$ cat src/rtl/mmio_bus_router_pkg.sv
// Shared MMIO bus constants: opcodes, status codes, FSM states and
// exception word builders used by the router and its IRQ pacer.
package mmio_bus_router_pkg;

    localparam logic [4:0] UMEM_OPM_READY = 5'h00;
    localparam logic [4:0] UMEM_OPM_RD_SL = 5'h0A;
    localparam logic [4:0] UMEM_OPM_RD_Q  = 5'h0B;
    localparam logic [4:0] UMEM_OPM_WR_SL = 5'h12;
    localparam logic [4:0] UMEM_OPM_WR_Q  = 5'h13;

    localparam logic [1:0] UMEM_OK_READY = 2'b00;
    localparam logic [1:0] UMEM_OK_OK    = 2'b01;
    localparam logic [1:0] UMEM_OK_HOLD  = 2'b10;

    localparam logic [3:0] EXC_IRQ   = 4'hC;
    localparam logic [3:0] EXC_FAULT = 4'hE;

    typedef enum logic [1:0] {
        IDLE,
        WAIT,
        DONE
    } state_t;

    function automatic logic [63:0] irq_word(input logic [1:0] port);
        return {48'h0, EXC_IRQ, 10'h000, port};
    endfunction

    function automatic logic [63:0] fault_word(input logic [31:0] addr);
        return {addr, 16'h0000, EXC_FAULT, 12'h001};
    endfunction

endpackage

$ cat src/rtl/mmio_bus_router_if.sv
// Upstream MMIO request bus plus the four-port device-side bus.
interface mmio_bus_router_if;

    logic [31:0]  mmioAddr;
    logic [4:0]   mmioOpm;
    logic [63:0]  mmioOutData;
    logic [63:0]  mmioInData;
    logic [1:0]   mmioOK;
    logic [63:0]  mmioExcIn;
    logic [31:0]  devAddr;
    logic [63:0]  devOutData;
    logic [19:0]  devOpm;
    logic [255:0] devInData;
    logic [7:0]   devOK;
    logic [3:0]   devIrq;

    modport master (
        output mmioAddr, mmioOpm, mmioOutData,
        output devInData, devOK, devIrq,
        input  mmioInData, mmioOK, mmioExcIn,
        input  devAddr, devOutData, devOpm
    );

    modport slave (
        input  mmioAddr, mmioOpm, mmioOutData,
        input  devInData, devOK, devIrq,
        output mmioInData, mmioOK, mmioExcIn,
        output devAddr, devOutData, devOpm
    );

endinterface

$ cat src/rtl/mmio_bus_router_irq_pacer.sv
// Captures device IRQ edges and bus faults, emitting one exception word
// at a time, fault first then lowest port, spaced by EXC_GAP cycles.
module mmio_irq_pacer
    import mmio_bus_router_pkg::*;
#(
    parameter logic [3:0] EXC_GAP = 4'd8
) (
    input  logic        clock,
    input  logic        reset,
    input  logic [3:0]  irq,
    input  logic        fault_set,
    input  logic [31:0] fault_addr,
    output logic [63:0] exc
);

    // Counting down from EXC_GAP-1 puts consecutive pulses EXC_GAP apart.
    localparam logic [3:0] GAP_LOAD =
        (EXC_GAP == 4'd0) ? 4'd0 : EXC_GAP - 4'd1;

    logic [3:0]  irq_prev;
    logic [3:0]  pend;
    logic        fault_pend;
    logic [31:0] fault_addr_q;
    logic [3:0]  gap;
    logic [3:0]  gap_n;
    logic [3:0]  clr;
    logic        clr_fault;
    logic [63:0] word;

    always_comb begin
        word      = '0;
        clr       = '0;
        clr_fault = 1'b0;
        gap_n     = (gap == 4'd0) ? 4'd0 : gap - 4'd1;
        if (gap == 4'd0) begin
            priority case (1'b1)
                fault_pend: begin
                    word      = fault_word(fault_addr_q);
                    clr_fault = 1'b1;
                    gap_n     = GAP_LOAD;
                end
                pend[0]: begin
                    word   = irq_word(2'd0);
                    clr[0] = 1'b1;
                    gap_n  = GAP_LOAD;
                end
                pend[1]: begin
                    word   = irq_word(2'd1);
                    clr[1] = 1'b1;
                    gap_n  = GAP_LOAD;
                end
                pend[2]: begin
                    word   = irq_word(2'd2);
                    clr[2] = 1'b1;
                    gap_n  = GAP_LOAD;
                end
                pend[3]: begin
                    word   = irq_word(2'd3);
                    clr[3] = 1'b1;
                    gap_n  = GAP_LOAD;
                end
                default: ;
            endcase
        end
    end

    always_ff @(posedge clock) begin
        if (reset) begin
            irq_prev     <= '0;
            pend         <= '0;
            fault_pend   <= 1'b0;
            fault_addr_q <= '0;
            gap          <= '0;
            exc          <= '0;
        end else begin
            irq_prev   <= irq;
            pend       <= (pend & ~clr) | (irq & ~irq_prev);
            fault_pend <= (fault_pend & ~clr_fault) | fault_set;
            if (fault_set) fault_addr_q <= fault_addr;
            gap        <= gap_n;
            exc        <= word;
        end
    end

endmodule

$ cat src/rtl/mmio_bus_router.sv
// Routes upstream MMIO requests to one of four address windows, with a
// per-request timeout that raises a fault exception.
module mmio_bus_router
    import mmio_bus_router_pkg::*;
#(
    parameter logic [11:0] BASE0   = 12'h00A,
    parameter logic [11:0] BASE1   = 12'h00B,
    parameter logic [11:0] BASE2   = 12'h00C,
    parameter logic [11:0] BASE3   = 12'h00D,
    parameter logic [7:0]  TIMEOUT = 8'd200,
    parameter logic [3:0]  EXC_GAP = 4'd8
) (
    input logic clock,
    input logic reset,
    mmio_bus_router_if.slave bus
);

    state_t      state, state_n;
    logic [1:0]  sel, sel_n;
    logic [31:0] addr_q, addr_n;
    logic [63:0] wdata_q, wdata_n;
    logic [63:0] rdata_q, rdata_n;
    logic [1:0]  ok_q, ok_n;
    logic [7:0]  timer, timer_n;
    logic [19:0] opm_out, opm_out_n;
    logic        fault_set;
    logic        hit;
    logic [1:0]  hit_sel;
    logic [11:0] base [4];
    logic [1:0]  ok_sel;
    logic [63:0] rd_sel;

    assign base[0] = BASE0;
    assign base[1] = BASE1;
    assign base[2] = BASE2;
    assign base[3] = BASE3;

    always_comb begin
        hit     = 1'b0;
        hit_sel = 2'd0;
        for (int i = 0; i < 4; i++) begin
            if (bus.mmioAddr[27:16] == base[i]) begin
                hit     = 1'b1;
                hit_sel = 2'(i);
            end
        end
    end

    assign ok_sel = bus.devOK[{sel, 1'b0} +: 2];
    assign rd_sel = bus.devInData[{sel, 6'd0} +: 64];

    always_comb begin
        state_n   = state;
        sel_n     = sel;
        addr_n    = addr_q;
        wdata_n   = wdata_q;
        rdata_n   = rdata_q;
        ok_n      = ok_q;
        timer_n   = timer;
        opm_out_n = opm_out;
        fault_set = 1'b0;
        unique case (state)
            IDLE: begin
                if (bus.mmioOpm != UMEM_OPM_READY) begin
                    addr_n  = bus.mmioAddr;
                    wdata_n = bus.mmioOutData;
                    sel_n   = hit_sel;
                    ok_n    = UMEM_OK_HOLD;
                    if (hit) begin
                        for (int i = 0; i < 4; i++) begin
                            opm_out_n[5*i +: 5] = (hit_sel == 2'(i)) ?
                                bus.mmioOpm : UMEM_OPM_READY;
                        end
                        timer_n = '0;
                        state_n = WAIT;
                    end else begin
                        rdata_n = '0;
                        state_n = DONE;
                    end
                end
            end
            WAIT: begin
                if (ok_sel == UMEM_OK_OK) begin
                    rdata_n   = rd_sel;
                    opm_out_n = '0;
                    ok_n      = UMEM_OK_OK;
                    state_n   = DONE;
                end else if (timer == TIMEOUT - 8'd1) begin
                    rdata_n   = '1;
                    opm_out_n = '0;
                    ok_n      = UMEM_OK_OK;
                    fault_set = 1'b1;
                    state_n   = DONE;
                end else begin
                    timer_n = timer + 8'd1;
                end
            end
            DONE: begin
                if (bus.mmioOpm == UMEM_OPM_READY) begin
                    ok_n    = UMEM_OK_READY;
                    state_n = IDLE;
                end else begin
                    ok_n = UMEM_OK_OK;
                end
            end
            default: state_n = IDLE;
        endcase
    end

    always_ff @(posedge clock) begin
        if (reset) begin
            state   <= IDLE;
            sel     <= '0;
            addr_q  <= '0;
            wdata_q <= '0;
            rdata_q <= '0;
            ok_q    <= UMEM_OK_READY;
            timer   <= '0;
            opm_out <= '0;
        end else begin
            state   <= state_n;
            sel     <= sel_n;
            addr_q  <= addr_n;
            wdata_q <= wdata_n;
            rdata_q <= rdata_n;
            ok_q    <= ok_n;
            timer   <= timer_n;
            opm_out <= opm_out_n;
        end
    end

    assign bus.mmioOK     = ok_q;
    assign bus.mmioInData = rdata_q;
    assign bus.devAddr    = addr_q;
    assign bus.devOutData = wdata_q;
    assign bus.devOpm     = opm_out;

    mmio_irq_pacer #(
        .EXC_GAP(EXC_GAP)
    ) u_pacer (
        .clock     (clock),
        .reset     (reset),
        .irq       (bus.devIrq),
        .fault_set (fault_set),
        .fault_addr(addr_q),
        .exc       (bus.mmioExcIn)
    );

endmodule

$ cat src/flat_wrapper.sv
// flat-port wrapper written by rule: the top's interface ports become plain ports
module mmio_bus_router_flat import mmio_bus_router_pkg::*;
#(
    parameter logic [11:0] BASE0   = 12'h00A,
    parameter logic [11:0] BASE1   = 12'h00B,
    parameter logic [11:0] BASE2   = 12'h00C,
    parameter logic [11:0] BASE3   = 12'h00D,
    parameter logic [7:0]  TIMEOUT = 8'd200,
    parameter logic [3:0]  EXC_GAP = 4'd8
)
  (clock, reset, bus_mmioAddr, bus_mmioOpm, bus_mmioOutData, bus_devInData, bus_devOK, bus_devIrq, bus_mmioInData, bus_mmioOK, bus_mmioExcIn, bus_devAddr, bus_devOutData, bus_devOpm);
  mmio_bus_router_if bus_i ();
  input logic clock;
  input logic reset;
  input wire logic [$bits(bus_i.mmioAddr)-1:0] bus_mmioAddr;
  input wire logic [$bits(bus_i.mmioOpm)-1:0] bus_mmioOpm;
  input wire logic [$bits(bus_i.mmioOutData)-1:0] bus_mmioOutData;
  input wire logic [$bits(bus_i.devInData)-1:0] bus_devInData;
  input wire logic [$bits(bus_i.devOK)-1:0] bus_devOK;
  input wire logic [$bits(bus_i.devIrq)-1:0] bus_devIrq;
  output wire logic [$bits(bus_i.mmioInData)-1:0] bus_mmioInData;
  output wire logic [$bits(bus_i.mmioOK)-1:0] bus_mmioOK;
  output wire logic [$bits(bus_i.mmioExcIn)-1:0] bus_mmioExcIn;
  output wire logic [$bits(bus_i.devAddr)-1:0] bus_devAddr;
  output wire logic [$bits(bus_i.devOutData)-1:0] bus_devOutData;
  output wire logic [$bits(bus_i.devOpm)-1:0] bus_devOpm;
  assign bus_i.mmioAddr = bus_mmioAddr;
  assign bus_i.mmioOpm = bus_mmioOpm;
  assign bus_i.mmioOutData = bus_mmioOutData;
  assign bus_i.devInData = bus_devInData;
  assign bus_i.devOK = bus_devOK;
  assign bus_i.devIrq = bus_devIrq;
  assign bus_mmioInData = bus_i.mmioInData;
  assign bus_mmioOK = bus_i.mmioOK;
  assign bus_mmioExcIn = bus_i.mmioExcIn;
  assign bus_devAddr = bus_i.devAddr;
  assign bus_devOutData = bus_i.devOutData;
  assign bus_devOpm = bus_i.devOpm;
  mmio_bus_router #(.BASE0(BASE0), .BASE1(BASE1), .BASE2(BASE2), .BASE3(BASE3), .TIMEOUT(TIMEOUT), .EXC_GAP(EXC_GAP)) u_core (.clock(clock), .reset(reset), .bus(bus_i));
endmodule
$ cat config.mk
export PLATFORM = sky130hd
export DESIGN_NAME = mmio_bus_router_flat
export DESIGN_NICKNAME = d
export VERILOG_FILES = /design/src/rtl/mmio_bus_router_pkg.sv /design/src/rtl/mmio_bus_router_if.sv /design/src/rtl/mmio_bus_router_irq_pacer.sv /design/src/rtl/mmio_bus_router.sv /design/src/flat_wrapper.sv
export SDC_FILE = /design/constraint.sdc
export NUM_CORES = 1
export LEC_CHECK = 0
export ABC_AREA = 1
export CORE_AREA = 4 4 236 238
export DETAILED_ROUTE_END_ITERATION = 10
export DIE_AREA = 0 0 240 242
export GPL_ROUTABILITY_DRIVEN = 0
export SLEW_MARGIN = 20
export SYNTH_ARGS = -nofsm -noshare
export SYNTH_HDL_FRONTEND = slang
export SYNTH_HIERARCHICAL = 1
export SYNTH_SLANG_ARGS = --single-unit
$ cat constraint.sdc
create_clock -name clock -period 2.8 [get_ports clock]
set_input_delay 0.42 -clock clock [delete_from_list [all_inputs] [get_ports clock]]
set_output_delay 0.42 -clock clock [all_outputs]
set_load 0.005 [all_outputs]
; Word-level counts from Yosys, hierarchy flattened
; Cells that the tools add are included.
[classes]
n_eq_ne = 18
n_bitwise = 9
mux = 69
n_shift = 2
reduce_logical = 16
add_sub_neg = 2
[ops]
columns = cell, count
row1 = two-way mux 64 bit, 8
row2 = indexed part select 256 x 9 -> 64 bit, 1
row3 = one-hot mux 64 bit (2 select lines), 1
row4 = two-way mux 20 bit, 4
row5 = == test 12 x 4 -> 1 bit (second input constant), 4
row6 = one-hot mux 20 bit (2 select lines), 1
row7 = two-way mux 4 bit, 8
row8 = two-way mux 8 bit, 4
row9 = two-way mux 1 bit, 25
row10 = two-way mux 2 bit, 10
row11 = two-way mux 5 bit, 4
row12 = two-way mux 16 bit, 1
row13 = one-hot mux 8 bit (2 select lines), 1
row14 = one-hot mux 2 bit (3 select lines), 2
row15 = adder 8 x 1 -> 8 bit (second input constant), 1
row16 = bitwise AND 4 bit, 2
row17 = == test 8 bit (second input constant), 1
row18 = inverter 4 bit, 2
row19 = AND reduction 4 bit, 2
row20 = indexed part select 8 x 4 -> 2 bit, 1
row21 = == test 2 x 1 -> 1 bit (second input constant), 3
row22 = == test 2 bit (second input constant), 3
row23 = inequality test 2 x 1 -> 1 bit (second input constant), 3
row24 = inequality test 2 bit (second input constant), 3
row25 = 18 further kinds, 21
[totals]
word_cells = 132
out_inout_bits = 246
inputBits = 371
regBits = 303

; Logic depth before layout (Yosys ltp)
[depth]
ltp_word = 9
mapped_depth = 13
ltp_nobuf = 11

; Cells and area by module
; Netlist, hierarchy kept.
[by_module_without_submodules]
columns = mod, cells_each, n_inst, area_per_inst_um2, seq_area_each_um2
row1 = mmio_bus_router, 1572, 1, 10133.5, 3883.7
row2 = mmio_irq_pacer, 327, 1, 2979.1, 1621.6

; Least setup slack after synthesis
; OpenSTA, ideal clock, no wires.
[synth_path]
path_kind = register to register
startpoint = reg u_core.state[1]
endpoint = reg u_core.u_pacer.fault_addr_q[16]
synth_period_minus_slack_ps = 1985
arrival_ps = 1852
path_stages_with_launch = 12
slack_ps = 815
n_path_buf = 4
required_ps = 2667
cell_sequence = dfxtp_1 > inv_1 > ha_1 > clkbuf_1 > clkbuf_1 > nand2_1 > nor2_1 > inv_1 > buf_2 > clkbuf_1 > o21ai_0 > a21oi_1
[synth_between]
elab_chain_cells = 2
[synth_lines]
columns = element, line_no
row1 = from (decl), mmio_bus_router.sv:18  ; state_t state, state_n;
row2 = from (signal assigned), mmio_bus_router.sv:121  ; state <= state_n;
row3 = == test 2 x 1 -> 1 bit, mmio_bus_router.sv:62  ; unique case (state)
row4 = two-way mux 1 bit, mmio_bus_router.sv:62
row5 = net u_core.fault_set, mmio_bus_router.sv:26  ; logic fault_set;
row6 = to (signal assigned), mmio_bus_router_irq_pacer.sv:79  ; if (fault_set) fault_addr_q <= fault_addr;
row7 = to (decl), mmio_bus_router_irq_pacer.sv:23  ; logic [31:0] fault_addr_q;
; The timed path passes the listed nets, and every way through them passes these cells.
; A chain may end at the register's enable or synchronous reset.

; Final worst setup path
[layout_path]
startpoint = reg u_core.timer[0]
endpoint = reg u_core.rdata_q[57], in the netlist u_core/bus.mmioInData[57]
[layout_between]
elab_chain_cells = 3
[layout_lines]
columns = element, line_no
row1 = from (decl), mmio_bus_router.sv:24  ; logic [7:0] timer, timer_n;
row2 = from (signal assigned), mmio_bus_router.sv:127  ; timer <= timer_n;
row3 = == test 8 bit, mmio_bus_router.sv:88  ; end else if (timer == TIMEOUT - 8'd1) begin
row4 = inequality test 3 x 1 -> 1 bit (no line), -
row5 = AND reduction 4 bit (no line), -
row6 = to (signal assigned), mmio_bus_router.sv:125  ; rdata_q <= rdata_n;
row7 = to (decl), mmio_bus_router.sv:22  ; logic [63:0] rdata_q, rdata_n;
; Every way passes these cells.

==> results.cfg <==
[floorplan]
initial_core_util_pct = 24.5
die-area_sq_um = 58100
die_w_microns = 240
std_cell_rows = 85
io-pin-count = 617
core_sq_um = 53600
die_h_microns = 242

[yosys]
synth_cells = 1899
ys_ff_latch = 275
ys_seq_area_share_pct = 42.0
synth.distinct_cells = 34
yosys_warnings = 6
synthTopCellsByArea = dfxtp_1 42%, o21ai_0 14%, nor2_1 13%
syn_area_per_cell_sq_um = 6.90
netlist_area_sq_um = 13100
synth_top_area_share_pct = 42.0
synth_edf_count = 0
synth_top_area_cell = dfxtp_1
netlist_top_cells_count = 467 x nor2_1, 357 x o21ai_0, 275 x dfxtp_1
ys.flop_type = dfxtp_1
ys_async_sr_fraction_pct = 0
synth.most_common_cell = nor2_1

[setup_path]
reg2reg_depth = 11
startpoint_type = register
crit_path_max_fanout = 56
rrSetupSlack_ns = 0.37
required_ns = 3.21
crit_type = register to register
reg2reg_from = u_core/timer[0]$_SDFFE_PP0P_
worstSetupEndpointType = register
arrival_ns = 2.85
r2r_end = u_core/bus.mmioInData[57]$_SDFFE_PP0P_

[global_route]
grt_usage_pct = 17.9
grt_pass1_vias = 13900
grt-ovfl-total = 0
antenna_found_initial = 16
grt_max_degree = 127
grt_pass1_wl_mm = 82.2

[cts]
h-tree-depth = 2
clk_pin_slew_ns = 0.06
clk_latency_ns = 0.52
ctsResizeCount = 0
clkSinkCount = 275
numCtsBuffers = 34
max-clock-path-buffers = 3
root_buffer = clkbuf_16
cts_setup_buffers = 0
cts_hold_buf = 0
cts_tree = yes

[pwr]
power_frac_seq_pct = 36.8
ir_worst_vdd_v = 0.000314
power.density_nw_per_um2 = 596
leakagePower_nw = 8.31
power_switching_mw = 3.58
combPwrFrac_pct = 25.5
p_int_mw = 8.73
p_sw_share_pct = 29.1
p_clk_share_pct = 37.7

[timing]
min_period_over_period_pct = 86.9
slew_headroom_pct = 29.6
finalSetupTns_ns = 0
tightest_slew_ns = 1.06
finalCriticalPeriod_ns = 2.43
skew_ns = 0.0108
fmax_mhz = 411
rsz0062_at_grt = no
setup_violations = 0
hold_viol_final = 0
drv_slew = 0
whs_ns = 0.434

[drt]
ant_nets = 0
drt_iter0_drc = 925
drc_errors = 0
dr.pass1.iters = 7
vias = 14200
drt-wirelength-per-cell_microns = 17.7
vias_per_cell = 4.53
wl_mm = 55.7

[min_path]
holdPathEnd = u_core/u_pacer/irq_prev[2]$_SDFF_PP0_
hold_class = input pin to register
worstHoldStart = bus_devIrq[2]
hold_depth = 3

[placed_design]
hpwl_mm = 42.9
dpl_cell_area_sq_um = 19400
portBuffers = 589

[status]
outcome = finished clean

[cells_and_area]
design_area_sq_um = 20600
drive_gt1_share_pct = 8.43
syn_to_final_growth_pct = 57.4
fillers = 5568
nNetsFinal = 2784

[job]
maxCapViolCount = 0
[layout by cell type (no fill, tap or decap), types with 3 or more instances in the layout]
master and n:
a21oi_1 109, buf_12 8, buf_4 22, bufinv_16 3, clkbuf_16 36, clkbuf_8 9, clkdlybuf4s50_1 589, clkinv_2 8
conb_1 27, dfxtp_1 273, diode_2 8, ha_1 4, inv_1 78, nand2_1 167, nand2_2 3, nand3_1 90
nand4_1 3, nor2_1 467, nor2_2 17, nor2_4 16, nor3_1 7, nor3b_1 3, o21ai_0 357, o21ai_1 40
o21bai_1 4, or2_2 65
[per-layer routing]
layer | up-vias | global-route usage (%) | routed length (microns)
li1 | 7129 | - | -
met1 | 6423 | 20.5 | 21600
met2 | 551 | 31.3 | 27600
met3 | 101 | 5.04 | 4280
met4 | 8 | 7.47 | 2180
met5 | - | 0 | 48
[cells by family (layout without fill, tap and decap cells)]
group	count (synthesis)	count (layout)	synth area share, %
AND/OR/NAND/NOR	846	846	28.1
flip-flops	275	275	42.0
adder cells (fa/ha/maj)	5	5	0.477
other	1	35	0.0286
buffers and inverters	258	766	9.54
AO/OA/AOI/OAI	514	514	19.8
[sequential cells by signal, indices dropped and copies added (netlist names), 8 cells and up]
signal	count
u_core/bus.devAddr	32
u_core/timer	8
u_core/u_pacer/exc	36
u_core/bus.devOutData	64
u_core/bus.mmioInData	64
u_core/bus.devOpm	20
u_core/u_pacer/fault_addr_q	32
[worst max path at each step]
stage                                 start                                           end  slack (ns)  depth (start not counted)
2_1_floorplan  u_core/state[1]$_SDFFE_PP0P_  u_core/u_pacer/fault_addr_q[16]$_SDFFE_PP0P_        0.82                         11
3_3_place_gp               bus_mmioAddr[24]            u_core/bus.devOpm[10]$_SDFFE_PP0P_        0.17                         12
3_5_place_dp               bus_mmioAddr[25]             u_core/bus.devOpm[8]$_SDFFE_PP0P_        0.14                         12
4_1_cts        u_core/timer[0]$_SDFFE_PP0P_        u_core/bus.mmioInData[57]$_SDFFE_PP0P_        0.40                         11
5_1_grt        u_core/timer[0]$_SDFFE_PP0P_        u_core/bus.mmioInData[57]$_SDFFE_PP0P_        0.14                         11
6_report       u_core/timer[0]$_SDFFE_PP0P_        u_core/bus.mmioInData[57]$_SDFFE_PP0P_        0.37                         11
[layout make-up]
type | instances | area (sq um) | area share (%)
antenna | 8 | 20.0 | 0.0970
multi-input combinational | 1392 | 6480 | 31.4
tap | 696 | 871 | 4.22
timing repair buffer | 619 | 6220 | 30.1
clock buffer | 47 | 1030 | 5.00
inverter | 86 | 334 | 1.62
clock inverter | 14 | 174 | 0.842
sequential | 275 | 5510 | 26.7
[critical path: stages, from the launching register on]
cell     delay (ns)
dfxtp_1        0.37
ha_1           0.23
nand2_1        0.08
nor3_1         0.20
nand3_1        0.15
nand3_2        0.13
nand2_4        0.08
inv_4          0.47
buf_4          0.31
nand3_1        0.10
nand2_1        0.08
nor2_1         0.04
[per-stage QoR]
step	setup WS, ns	util, %	instances	total power [mW]
floorplan	0.815	-	1925	6.06
global placement	0.167	36.2	3068	7.72
detailed placement	0.139	36.2	3068	7.77
CTS	0.399	38.5	3129	12.5
global route	0.139	38.5	3135	13.0
finish	0.368	38.5	3137	12.3
[power groups by stage]
| stage | registers, mW | clock network (mW) | logic (mW) |
|---|---|---|---|
| after floorplan | 4.60 | 0 | 1.46 |
| after global placement | 4.60 | 0 | 3.11 |
| after detailed placement | 4.62 | 0 | 3.15 |
| after CTS | 4.54 | 4.78 | 3.16 |
| after global routing | 4.58 | 4.94 | 3.46 |
| final | 4.53 | 4.64 | 3.14 |
(Power assumes the default switching activity.)
==> edit 1, RTL diff (same settings) <==
Reset style: asynchronous (`reset`), changed in 2 clocked blocks.
--- a/src/rtl/mmio_bus_router_irq_pacer.sv
+++ b/src/rtl/mmio_bus_router_irq_pacer.sv
@@ -64,7 +64,7 @@
         end
     end
 
-    always_ff @(posedge clock) begin
+    always_ff @(posedge clock or posedge reset) begin
         if (reset) begin
             irq_prev     <= '0;
             pend         <= '0;
--- a/src/rtl/mmio_bus_router.sv
+++ b/src/rtl/mmio_bus_router.sv
@@ -107,7 +107,7 @@
         endcase
     end
 
-    always_ff @(posedge clock) begin
+    always_ff @(posedge clock or posedge reset) begin
         if (reset) begin
             state   <= IDLE;
             sel     <= '0;
Formal check against the unedited RTL: not equivalent (a bounded check fails within 4 cycles, from zero or initial values and one cycle with reset high; the reset may be asserted at any time).
==> edit 1 against the unedited design <==
  * Sequential cell count unchanged
  * Critical path type unchanged
  * Non-clock buffer count decreased by 3
  * Routed wire length decreased by 9.3%
  * Total power increased by 17%
  * Core utilization increased by 1.3 points
  * Synthesized cell count decreased by 13%
  * Sequential share of layout area increased by 5.5 points
  * Worst setup slack got worse by 3.8 ps
  * Synthesized area increased by 5.3%
  * Final area increased by 3.5%
==> edit 1: results (changes against the unedited design) <==
INFO  synth          synth_top_flop_cell=dfrtp_1
INFO  final_layout   share_of_post_route_cells_with_drive_strength_above_1=9.99% [+1.6 points]
INFO  global_route   groute.usage.overall=16.7% [-1.2 points]
INFO  routing        detail_route.wirelength=50500µm [-9.3%]
INFO  final_layout   nets=2574 [-7.5%]
INFO  global_route   via_count_of_the_first_global_routing_pass=13.3k [-4.3%]
INFO  status         run_status=finished, final reports clean
INFO  placed_design  standard_cell_area_after_detailed_placement=20200µm² [+3.9%]
INFO  synth          synthArstFlopShare=100% [+100 points]
INFO  worst_hold_path worst_hold_path_type=in2async
INFO  pwr            leakagePower=0.0101µW [+22%]
INFO  synth          netlist_top_cells_area=dfrtp_1 50%, nand2_1 16%, nand3_1 9.7%
INFO  placed_design  dp_hpwl=38700µm [-9.8%]
INFO  clocking       insertion_delay=530ps
INFO  setup_path     crit_reg_reg_startpoint=u_core/state[1]
INFO  routing        detail_route.vias_per_cell=4.47 [-1.3%]
INFO  sta            whs=284ps [-150 ps]
INFO  global_route   grt_max_degree=108 [-15%]
INFO  setup_path     worst_setup_path_endpoint=u_core/timer[5]
INFO  setup_path     crit-reg2reg-capture=u_core/timer[5]
INFO  pwr            power.switching=4090µW [+14%]
INFO  global_route   number_of_antenna_violations_at_the_first_check_in_global_routing=1 [-15]
INFO  pwr            vdd.ir_drop.worst=0.341mV [+8.5%]
INFO  sta            worst-slew-pin-transition=1090ps [+30.6 ps]
INFO  sta            worst_clock_skew=12.2ps [+1.46 ps]
INFO  routing        initialDrtViolationCount=694 [-25%]
INFO  routing        firstDrtPassIters=5 [-2]
INFO  synth          synthTopCellsByCount=592 x nand2_1, 275 x dfrtp_1, 267 x nand3_1
INFO  setup_path     worst-r2r-cell-count=9 [-2]
edit 1: changes by cell type in the layout (fill, tap and decap cells not counted), moves of 14 or more:
| cell | unedited run | this run |
|---|---|---|
| or2_2 | 65 | 1 |
| nand3_1 | 90 | 267 |
| mux2_2 | 0 | 93 |
| nand2_1 | 167 | 590 |
| dfxtp_1 | 273 | 0 |
| nor2_4 | 16 | 2 |
| nor2_1 | 467 | 69 |
| o21bai_1 | 4 | 18 |
| a21oi_1 | 109 | 4 |
| dfrtp_1 | 0 | 273 |
| o21ai_0 | 357 | 49 |
| o21ai_1 | 40 | 0 |
edit 1: cell type report:
cell class	count	area, µm²
fillers	5455	32200
well taps	696	871
multi-input cells	1174	5850
flip-flops and latches	275	6890
diodes	1	2.50
clock buffers	51	1040
inverters	95	368
repair buffers	616	6200
clock inverters	11	149
edit 1: worst min path at each step:
stage / startpoint / end / depth (start not counted)
6_report: reset / u_core/bus.devOutData[17] / 2
5_1_grt: reset / u_core/bus.devAddr[20] / 2
4_1_cts: reset / u_core/bus.devOutData[17] / 2
3_3_place_gp: u_core/u_pacer/irq_prev[1] / u_core/u_pacer/pend[1] / 1
3_5_place_dp: u_core/u_pacer/irq_prev[1] / u_core/u_pacer/pend[1] / 1
2_1_floorplan: u_core/u_pacer/irq_prev[0] / u_core/u_pacer/pend[0] / 1
edit 1: metrics by stage:
| step | worst slack, ps | instances |
|---|---|---|
| floorplan | -124 | 1679 |
| global placement | -98.5 | 2856 |
| detailed placement | 245 | 2856 |
| CTS | 304 | 2918 |
| global route | 182 | 2919 |
| finish | 364 | 2919 |
edit 1: critical path: stages (launching register included):
cell	delay [ps]
dfrtp_1	410
inv_1	100
ha_2	170
buf_4	250
buf_4	550
nand3_1	280
nand3_2	250
nor2_2	130
nand2_1	90
nand2_1	60
edit 1: power by group through the flow:
stage | registers [µW] | logic (µW) | clock network, µW
after CTS | 5280 | 4590 | 4760
after floorplan | 5280 | 1950 | 0
final | 5270 | 4520 | 4580
after detailed placement | 5340 | 4560 | 0
after global routing | 5370 | 4830 | 4920
after global placement | 5290 | 4530 | 0
edit 1: kinds of logic (layout without fill, tap and decap cells):
logic type,after synthesis,after routing,synth area share (%)
DFF,275,275,49.8
AOI/OAI and AO/OA,86,86,4.00
xor gates and xnor gates,1,1,0.0634
buffers and inverters,230,773,8.66
muxes,93,93,7.58
and+or+nand+nor,960,960,29.2
adders and majority gates,7,7,0.634
other,1,28,0.0272
edit 1: per-layer routing:
metal	GRT usage (%)	part of all wire (%)	vias up	routed length, µm
li1	-	-	6313	-
met1	21.8	43	6134	21500
met2	27.3	47	511	23700
met3	3.60	7.0	88	3510
met4	5.99	3.5	0	1740
met5	0	0	-	0
==> edit 2, RTL diff (same settings) <==
Made on the original files. `TIMEOUT` is set to 8'd200 in 2 places; all go to 8'd150.
--- a/src/rtl/mmio_bus_router.sv
+++ b/src/rtl/mmio_bus_router.sv
@@ -7,7 +7,7 @@
     parameter logic [11:0] BASE1   = 12'h00B,
     parameter logic [11:0] BASE2   = 12'h00C,
     parameter logic [11:0] BASE3   = 12'h00D,
-    parameter logic [7:0]  TIMEOUT = 8'd200,
+    parameter logic [7:0]  TIMEOUT = 8'd150,
     parameter logic [3:0]  EXC_GAP = 4'd8
 ) (
     input logic clock,
--- a/src/flat_wrapper.sv
+++ b/src/flat_wrapper.sv
@@ -5,7 +5,7 @@
     parameter logic [11:0] BASE1   = 12'h00B,
     parameter logic [11:0] BASE2   = 12'h00C,
     parameter logic [11:0] BASE3   = 12'h00D,
-    parameter logic [7:0]  TIMEOUT = 8'd200,
+    parameter logic [7:0]  TIMEOUT = 8'd150,
     parameter logic [3:0]  EXC_GAP = 4'd8
 )
   (clock, reset, bus_mmioAddr, bus_mmioOpm, bus_mmioOutData, bus_devInData, bus_devOK, bus_devIrq, bus_mmioInData, bus_mmioOK, bus_mmioExcIn, bus_devAddr, bus_devOutData, bus_devOpm);
Function: not settled (the Yosys comparison gave no result); the edit may change what the design does.
==> edit 2 against the unedited design <==
  * Routed wire length down 1.9%
  * Final area grew 0.75%
  * Sequential cell count did not move
  * Total power is 0.52% higher
  * Highest routed layer is now met4
  * Worst setup slack improved by 62 ps
  * Combinational power increased by 2%
  * Synthesized area decreased by 0.44%
  * Critical endpoint is now u_core/bus.mmioInData[7]
  * Clock skew grew 17 ps
==> edit 2: results (changes against the unedited design) <==
INFO  status         run_status=finished, final reports clean
INFO  synth          synth-seq-area-share=42.2% [+0.19 points]
INFO  synth          synthTopCellsByCount=464 x nor2_1, 360 x o21ai_0, 275 x dfxtp_1
INFO  sta            worst_clock_skew=28.1ps [+17.3 ps]
INFO  clocking       insertion_delay=550ps [+30 ps]
INFO  final_layout   nets=2799 [+0.54%]
INFO  placed_design  standard_cell_area_after_detailed_placement=19600µm² [+0.83%]
INFO  worst_hold_path worst_hold_path_type=reg2reg
INFO  final_layout   share_of_post_route_cells_with_drive_strength_above_1=8.57% [+0.15 points]
INFO  worst_hold_path whs_endpoint=u_core/u_pacer/exc[53]
INFO  placed_design  detailedPlace.worstSlack=210ps [+71.7 ps]
INFO  routing        highest-signal-layer=met4
INFO  global_route   use_met3=6.45% [+1.4 points]
INFO  global_route   grt_max_degree=94 [-26%]
INFO  placed_design  dp_hpwl=41700µm [-2.9%]
INFO  setup_path     critical_path.max_stage_delay=370ps [-100 ps]
INFO  worst_hold_path holdCritStartpoint=u_core/u_pacer/fault_addr_q[21]
INFO  setup_path     crit_fanout=81 [+45%]
INFO  setup_path     critical_path_top_delay_cell=dfxtp_4
INFO  setup_path     crit_reg_reg_startpoint=u_core/sel[0]
INFO  setup_path     crit_start=u_core/sel[0]
INFO  synth          post_synth_fa_ha_maj_area_fraction=0.575% [+0.098 points]
INFO  pwr            vdd.ir_drop.worst=0.338mV [+7.5%]
INFO  global_route   grt_util_met1=21.0% [+0.48 points]
INFO  sta            max-slew-margin-rel=42.7% [+13 points]
INFO  routing        dr_total_vias=14.2k [+0.17%]
INFO  synth          synthesized_area_fraction_occupied_by_ao_oa_aoi_and_oai_cells=19.7% [-0.14 points]
INFO  routing        detail_route.wirelength=54600µm [-1.9%]
INFO  routing        met2_wirelength=26000µm [-5.5%]
INFO  global_route   grt_pass1_wl=81300µm [-1.2%]
[edit 2: stage by stage]
step / hold WS [ps] / utilization [%] / power, µW / cells
global route: 407 / 38.8 / 13100 / 3147
CTS: 395 / 38.8 / 12600 / 3146
detailed placement: 427 / 36.5 / 7830 / 3080
finish: 430 / 38.8 / 12400 / 3149
global placement: 422 / 36.5 / 7790 / 3080
floorplan: 416 / - / 6060 / 1930
[edit 2: final cells by class]
type                    instances  area, µm²
clock inverters                16        188
multi-input cells            1396       6460
clock buffers                  50       1020
diodes                          3       7.51
fillers                      5578      32800
inverters                      86        332
flip-flops and latches        275       5510
well taps                     696        871
repair buffers                627       6410
[edit 2: critical path, delay by kind of cell (launching register included)]
| family | cells | cell delay, ps |
|---|---|---|
| flops | 1 | 370 |
| simple gates | 8 | 1070 |
| buf+inv | 3 | 740 |
[edit 2: where the power goes]
part           leakage, µW  internal (µW)  switching [µW]  total, µW
registers          0.00226           4290             246       4540
logic              0.00552           1620            1600       3210
clock network     0.000591           2790            1830       4620
